===== config.mk =====
export PLATFORM = sky130hd
export DESIGN_NAME = yrv_aux_uart_rx
export DESIGN_NICKNAME = d
export VERILOG_FILES = /design/src/rtl/yrv_aux_uart_rx.sv
export SDC_FILE = /design/constraint.sdc
export NUM_CORES = 1
export LEC_CHECK = 0
export CAP_MARGIN = 20
export CELL_PAD_IN_SITES_DETAIL_PLACEMENT = 0
export CELL_PAD_IN_SITES_GLOBAL_PLACEMENT = 2
export CORE_ASPECT_RATIO = 1.5
export CORE_MARGIN = 3
export CORE_UTILIZATION = 47
export DETAILED_ROUTE_END_ITERATION = 8
export GPL_ROUTABILITY_DRIVEN = 0
export PLACE_DENSITY_LB_ADDON = 0.1
export SLEW_MARGIN = 10
export SYNTH_ARGS = -nofsm -noshare
export SYNTH_HDL_FRONTEND = slang
export SYNTH_SLANG_ARGS = --single-unit

===== constraint.sdc =====
create_clock -name clk -period 5.62 [get_ports clk]
set_clock_uncertainty 0.2 [all_clocks]
set_input_delay 1.124 -clock clk [delete_from_list [all_inputs] [get_ports clk]]
set_output_delay 1.124 -clock clk [all_outputs]
set_load 0.03 [all_outputs]

===== src/rtl/yrv_aux_uart_rx.sv =====
// 16x-oversampled UART receiver: two-flop line sync, frame FSM and a first-word fall-through RX FIFO.
// An entry lands 1 clk after the stop-bit sample; there is no backpressure, so a frame arriving at a full FIFO is dropped and flags overrun.
module yrv_aux_uart_rx #(
   parameter int DATA_BITS  = 8,
   parameter int FIFO_DEPTH = 16,
   parameter int CW         = $clog2(FIFO_DEPTH) + 1
) (
   input  logic                 clk,
   input  logic                 reset,
   input  logic                 aux_uart_rx,
   input  logic [15:0]          baud_div,
   input  logic                 parity_en,
   input  logic                 parity_odd,
   input  logic [CW-1:0]        irq_thresh,
   input  logic                 rd_req,
   input  logic                 err_clr,
   output logic [DATA_BITS+1:0] rd_data,
   output logic                 rx_valid,
   output logic [CW-1:0]        fifo_count,
   output logic                 overrun,
   output logic                 irq
);

   localparam int AW = $clog2(FIFO_DEPTH);

   typedef struct packed {
      logic                 parity_err;
      logic                 frame_err;
      logic [DATA_BITS-1:0] data;
   } rx_entry_t;

   typedef enum logic [2:0] {IDLE, START, DATA, PARITY, STOP, BREAK} state_t;

   logic                 rx_meta, rx_sync;
   logic [15:0]          pre_cnt, div_q;
   logic [3:0]           phase;
   logic                 tick, mid, start_det;
   state_t               state;
   logic [DATA_BITS-1:0] shift;
   logic [3:0]           bit_cnt;
   logic                 par_en_q, par_odd_q, par_err_q;
   logic                 push_vld;
   rx_entry_t            push_dat;

   rx_entry_t            mem [FIFO_DEPTH];
   logic [AW-1:0]        wr_ptr, rd_ptr;
   logic                 full, do_pop, do_push;

   always_ff @(posedge clk) begin
      if (reset) begin
         rx_meta <= 1'b1;
         rx_sync <= 1'b1;
      end else begin
         rx_meta <= aux_uart_rx;
         rx_sync <= rx_meta;
      end
   end

   // div_q reloads only on a wrap (or start detection), so baud_div edits never split a tick period
   assign tick      = (pre_cnt == div_q);
   assign mid       = tick && (phase == 4'd7);
   assign start_det = (state == IDLE) && !rx_sync;

   always_ff @(posedge clk) begin
      if (reset) begin
         pre_cnt <= '0;
         div_q   <= '0;
         phase   <= '0;
      end else if (start_det) begin
         pre_cnt <= '0;
         div_q   <= baud_div;
         phase   <= '0;
      end else if (tick) begin
         pre_cnt <= '0;
         div_q   <= baud_div;
         phase   <= phase + 4'd1;
      end else begin
         pre_cnt <= pre_cnt + 16'd1;
      end
   end

   always_ff @(posedge clk) begin
      if (reset) begin
         state     <= IDLE;
         shift     <= '0;
         bit_cnt   <= '0;
         par_en_q  <= 1'b0;
         par_odd_q <= 1'b0;
         par_err_q <= 1'b0;
      end else begin
         case (state)
            IDLE: begin
               if (!rx_sync) begin
                  state     <= START;
                  par_en_q  <= parity_en;
                  par_odd_q <= parity_odd;
                  par_err_q <= 1'b0;
               end
            end
            START: begin
               if (mid) begin
                  state   <= rx_sync ? IDLE : DATA;
                  bit_cnt <= '0;
               end
            end
            DATA: begin
               if (mid) begin
                  shift   <= {rx_sync, shift[DATA_BITS-1:1]};
                  bit_cnt <= bit_cnt + 4'd1;
                  if (bit_cnt == 4'(DATA_BITS - 1))
                     state <= par_en_q ? PARITY : STOP;
               end
            end
            PARITY: begin
               if (mid) begin
                  par_err_q <= (^shift) ^ rx_sync ^ par_odd_q;
                  state     <= STOP;
               end
            end
            STOP: begin
               if (mid)
                  state <= rx_sync ? IDLE : BREAK;
            end
            BREAK: begin
               if (rx_sync)
                  state <= IDLE;
            end
            default: state <= IDLE;
         endcase
      end
   end

   assign push_vld = (state == STOP) && mid;
   assign push_dat = {par_err_q, ~rx_sync, shift};

   // A push into a full FIFO is still accepted when the head is popped in the same cycle
   assign full    = (fifo_count == CW'(FIFO_DEPTH));
   assign do_pop  = rd_req && rx_valid;
   assign do_push = push_vld && (!full || do_pop);

   always_ff @(posedge clk) begin
      if (do_push)
         mem[wr_ptr] <= push_dat;
   end

   assign rd_data  = mem[rd_ptr];
   assign rx_valid = (fifo_count != '0);

   always_ff @(posedge clk) begin
      if (reset) begin
         wr_ptr     <= '0;
         rd_ptr     <= '0;
         fifo_count <= '0;
         overrun    <= 1'b0;
         irq        <= 1'b0;
      end else begin
         if (do_push)
            wr_ptr <= wr_ptr + 1'b1;
         if (do_pop)
            rd_ptr <= rd_ptr + 1'b1;
         if (do_push && !do_pop)
            fifo_count <= fifo_count + 1'b1;
         else if (!do_push && do_pop)
            fifo_count <= fifo_count - 1'b1;
         if (push_vld && !do_push)
            overrun <= 1'b1;
         else if (err_clr)
            overrun <= 1'b0;
         irq <= ((fifo_count >= irq_thresh) && (fifo_count != '0)) || overrun;
      end
   end

endmodule

### Yosys cells after proc, flatten, opt, wreduce, memory -nomap -nowiden

Memories as Yosys holds them, arrays and structs flattened. A register that Yosys moved wholly into a read port is not among the register bits.
Index checks and enable logic that the tools add are counted.

| operators by class | value |
|---|---|
| add/subtract/negate cells | 7 |
| magnitude comparators | 1 |
| eq/ne operators | 16 |
| mux-type cells | 27 |
| bitwise logic cells | 3 |
| reduce and logical (&&, ||, !) cells | 30 |

Operator list:

| operator | number |
|---|---|
| $mux 16 | 2 |
| $mux 3 | 9 |
| $pmux 3 s6 | 1 |
| $add 16x1->16 const B | 1 |
| $add 4x1->4 const B | 4 |
| $eq 16x16->1 | 1 |
| $mux 4 | 4 |
| $ne 2x2->1 const B | 7 |
| $mux 5 | 2 |
| $reduce_bool 2->1 | 5 |
| $logic_and 1x1->1 | 9 |
| $eq 4x3->1 const B | 2 |
| $pmux 4 s2 | 1 |
| $reduce_xor 8->1 | 1 |
| $reduce_and 7->1 | 1 |
| $eq 3x2->1 const B | 2 |
| $eq 3x3->1 const B | 2 |
| $mux 1 | 6 |
| $reduce_and 3->1 | 2 |
| $add 5x1->5 const B | 1 |
| $eq 5x5->1 const B | 1 |
| $ge 5x5->1 | 1 |
| $reduce_bool 5->1 | 1 |
| $sub 5x1->5 const B | 1 |
| other kinds (11) | 17 |

| storage, ports and cells | value |
|---|---|
| bits in registers | 71 |
| RAM bits | 160 |
| input bits | 28 |
| output and inout port bits | 18 |
| word-level logic and storage cells | 101 |
| memories | 1 |

Memories:

| name | words | bits a word | read ports | clocked after Yosys merged registers in | wr ports | line | RTL |
|---|---|---|---|---|---|---|---|
| mem | 16 | 10 | 1 | 1 | 1 | 45 | `rx_entry_t mem [FIFO_DEPTH];` |

### Depth between registers and ports, before layout

| logic depth | value |
|---|---|
| depth after elaboration | 8 |
| gate-level depth with buffers | 14 |

### Worst setup path before layout

OpenSTA, ideal clock, no wires.

| timing | value |
|---|---|
| path kind | input to register |
| start point | in rd_req |
| end point | reg fifo_count[4] |
| arrival time | 3.272 ns |
| data required time | 5.350 ns |
| path slack | 2.078 ns |
| cell stages on the path | 11 |
| cells stage by stage | and3b_1 > nand3b_1 > nor3_4 > ha_1 > inv_1 > fa_1 > a21o_1 > a21oi_1 > xnor2_1 > or3_1 > a21oi_1 |

| on the way | value |
|---|---|
| word-level cells in the longest chain between the ends | 6 |
| elaborated cells between the ends (all ways) | 9 |

RTL lines:

| what | line | RTL |
|---|---|---|
| from (decl) | 15 | `input logic rd_req,` |
| $logic_and 1x1->1 (*) | 138 | `assign do_pop = rd_req && rx_valid;` |
| $logic_or 1x1->1 (*) | 139 | `assign do_push = push_vld && (!full \|\| do_pop);` |
| $logic_and 1x1->1 (*) | 139 |  |
| named net do_push | 47 | `logic full, do_pop, do_push;` |
| $logic_not 1->1 | 163 | `else if (!do_push && do_pop)` |
| $logic_and 1x1->1 | 163 |  |
| $reduce_bool 2->1 (no line) | -- |  |
| to (signal assigned) | 162 | `fifo_count <= fifo_count + 1'b1;` |
| to (signal assigned) | 164 | `fifo_count <= fifo_count - 1'b1;` |
| to (decl) | 19 | `output logic [CW-1:0] fifo_count,` |

The timed path passes the listed nets; every way through them passes the cells marked *.
A chain may end at the register's enable or synchronous reset.

==> results by group <==
Outcome
  – Status: completed

Detailed routing
  – Via-to-Cell Ratio: 5.37
  – Wire length on met1: 7650 um
  – Highest routed layer: met4
  – Routed wire length: 19000 um
  – Post-route DRC violation count: 0
  – Wire length on met3: 684 um
  – Met2 wire len: 10300 um
  – Detailed-route wire length per cell: 19.9 um
  – DR pass1 iterations: 4
  – DR vias: 5129
  – Routed Antenna Nets: 0
  – Iter 0 DRT Violations: 259

Clock tree
  – Worst skew pair latency: 0.50 ns
  – Clk pin slew, worst setup/hold paths: 0.06 ns
  – Hold-fix buffers at CTS: 0
  – Post-CTS Repair Setup Buffers: 0
  – Total CTS buffers: 23
  – Root Buffer: clkbuf_16
  – Sink Count: 235
  – Post_cts resized: 0
  – Htree depth: 1
  – Max Buffers Root-to-Sink: 3
  – CTS tree: built

Logic synthesis
  – Most common cell in the netlist: edfxtp_1
  – Synth Flop Type: edfxtp_1
  – Synth Warn #: 0
  – Flops & latches, synth: 235
  – Gate Count Post-Synth: 631
  – Ys async rst share: 0%
  – Syn_nets: 677
  – Syn Area/Cell: 15.3 sq um
  – Sequential fraction of the synthesis area: 65.1%
  – Netlist cell types: 51
  – Post-synth EDFFs: 160
  – Leading cell types by count after synthesis: 160 x edfxtp_1, 79 x nor2_1, 75 x dfxtp_1, 50 x mux4_2
  – Cell taking the most area after synthesis: edfxtp_1
  – Cell area after synthesis: 0.00968 sq mm
  – Top-area cell type share of the netlist area: 49.6%
  – Ranking of synthesized cells by area: edfxtp_1 50%, dfxtp_1 16%, mux4_2 12%

Power and ir drop
  – Peak VDD IR: 0.000250 V
  – Static leakage: 3.88 nW
  – PwrDens: 420 mW/mm^2
  – Tot Pwr: 4.69 mW

Floorplanning
  – Die X: 123 um
  – Num ports: 46
  – Core area: 0.0200 sq mm
  – Initial Util: 48.4%
  – Die area: 0.0224 sq mm
  – Rows: 63
  – Die H: 182 um

STA
  – Unrepaired setup endpoints after global routing: false
  – TNS Setup: 0 ns
  – Highest Clock Rate: 221 MHz
  – Slew headroom: 26.1%
  – Final hold viol count: 0
  – Least-Margin Pin Slew: 1.10 ns
  – Tcrit/Tclk final: 80.4%
  – Setup violators final: 0
  – Fin. max-slew vios: 0
  – Tmin final: 4.52 ns

Setup path
  – Worst path arrival time: 3.19 ns
  – R2R Path End: fifo_count[4]
  – Reg2Reg Depth: 13
  – WS Path Type: reg2out
  – Worst path required time: 4.30 ns
  – Reg2Reg Setup Slack: 1.94 ns
  – CP max FO: 15
  – Critical register-to-register path startpoint: pre_cnt[14]
  – Crit end category: output pin
  – CP startpoint kind: flip-flop

GRT
  – Initial antenna violation count: 0
  – Tot GR Track Use: 17.4%
  – Vias in the first global route: 5405
  – GRT overflow: 0
  – Pin count of the biggest net entering global routing: 56
  – First-pass GRT wire length: 29800 um

Place
  – DP HPWL: 12500 um
  – IO Port Bufs: 45

Layout
  – Proportion of layout cells with a drive suffix above 1: 15.2%
  – Antenna Cells: 0
  – Fin util: 55.7%
  – Nets@finish: 726
  – Layout area overhead: 15.2%

Run
  – Total of max-cap violations: 0

Min path
  – Hold endpoint: rx_sync
  – HP Start: rx_meta
  – Hold Path Stages: 1
  – Tightest Hold Check Type: reg2reg
report_power, final:
group	leakage (nW)	switching [mW]	internal, mW
clock network	0.372	0.616	0.929
registers	2.09	0.119	1.90
logic	1.42	0.551	0.568
layout by cell type, fill, tap and decap left out, drive strengths merged, types with 8 or more instances in the layout:
| cell | n |
|---|---|
| a21oi | 11 |
| and2 | 13 |
| buf | 8 |
| clkbuf | 31 |
| clkdlybuf4s50 | 44 |
| dfxtp | 75 |
| edfxtp | 160 |
| ha | 17 |
| inv | 18 |
| mux2i | 31 |
| mux4 | 50 |
| nand2 | 14 |
| nand3 | 11 |
| nor2 | 80 |
| nor4 | 9 |
| xnor2 | 21 |
| xor2 | 31 |
flip-flops by register name, indices dropped and copies added, names as in the netlist, named ones only:
| signal | cells |
|---|---|
| rd_ptr | 4 |
| irq | 1 |
| overrun | 1 |
| par_odd_q | 1 |
| par_err_q | 1 |
| wr_ptr | 4 |
| fifo_count | 5 |
| par_en_q | 1 |
| shift | 8 |
| div_q | 16 |
| state | 3 |
| rx_sync | 1 |
| bit_cnt | 4 |
| pre_cnt | 16 |
| mem | 160 |
| rx_meta | 1 |
| phase | 4 |
metrics by stage:
| stage | cell area (sq um) | setup slack (ns) | instances | hold slack [ns] |
|---|---|---|---|---|
| global placement | 10400 | 1.37 | 914 | 0.198 |
| detailed placement | 10400 | 1.26 | 914 | 0.203 |
| finish | 11200 | 1.10 | 956 | 0.209 |
| floorplan | 9680 | 2.08 | 631 | 0.189 |
| global route | 11200 | 0.904 | 956 | 0.245 |
| CTS | 11200 | 0.998 | 955 | 0.217 |
cells by family (layout without fill, tap and decap cells):
kind of cell	count (synthesis)	after routing	synth area share [%]
flops	235	235	65.1
simple gates	167	167	8.82
fa+ha+maj	18	18	2.40
compound gates	31	31	2.03
xor+xnor	52	52	4.70
mux	82	82	14.9
buf+inv	46	111	1.98
per-layer routing:
| metal | vias to the layer above | track usage [%] |
|---|---|---|
| met5 | - | 0 |
| met4 | 0 | 4.83 |
| met3 | 26 | 2.59 |
| met2 | 82 | 31.5 |
| met1 | 2574 | 21.4 |
| li1 | 2447 | - |
final cells by class:
cell class | count | area [sq um]
clock inverter | 10 | 126
clock buffer | 31 | 636
fill | 1642 | 8860
tap | 260 | 325
inverter | 18 | 67.6
timing repair buffer | 52 | 510
sequential | 235 | 6310
multi-input combinational | 350 | 3190
worst max-delay path: stages, from the launching register on:
cell and delay, ns:
dfxtp_2 0.67, buf_4 0.34, mux4_2 0.53, mux4_2 0.51
clkdlybuf4s50_1 0.64
how the worst max path moves through the flow:
stage	start	end	slack [ns]
3_3_place_gp	rd_req	fifo_count[4]	1.37
2_1_floorplan	rd_req	fifo_count[4]	2.08
3_5_place_dp	rd_req	fifo_count[4]	1.26
5_1_grt	flip-flop	rd_data[9]	0.90
6_report	flip-flop	rd_data[9]	1.10
4_1_cts	flip-flop	rd_data[9]	1.0
Note: power is estimated with default switching activity, not from simulation.
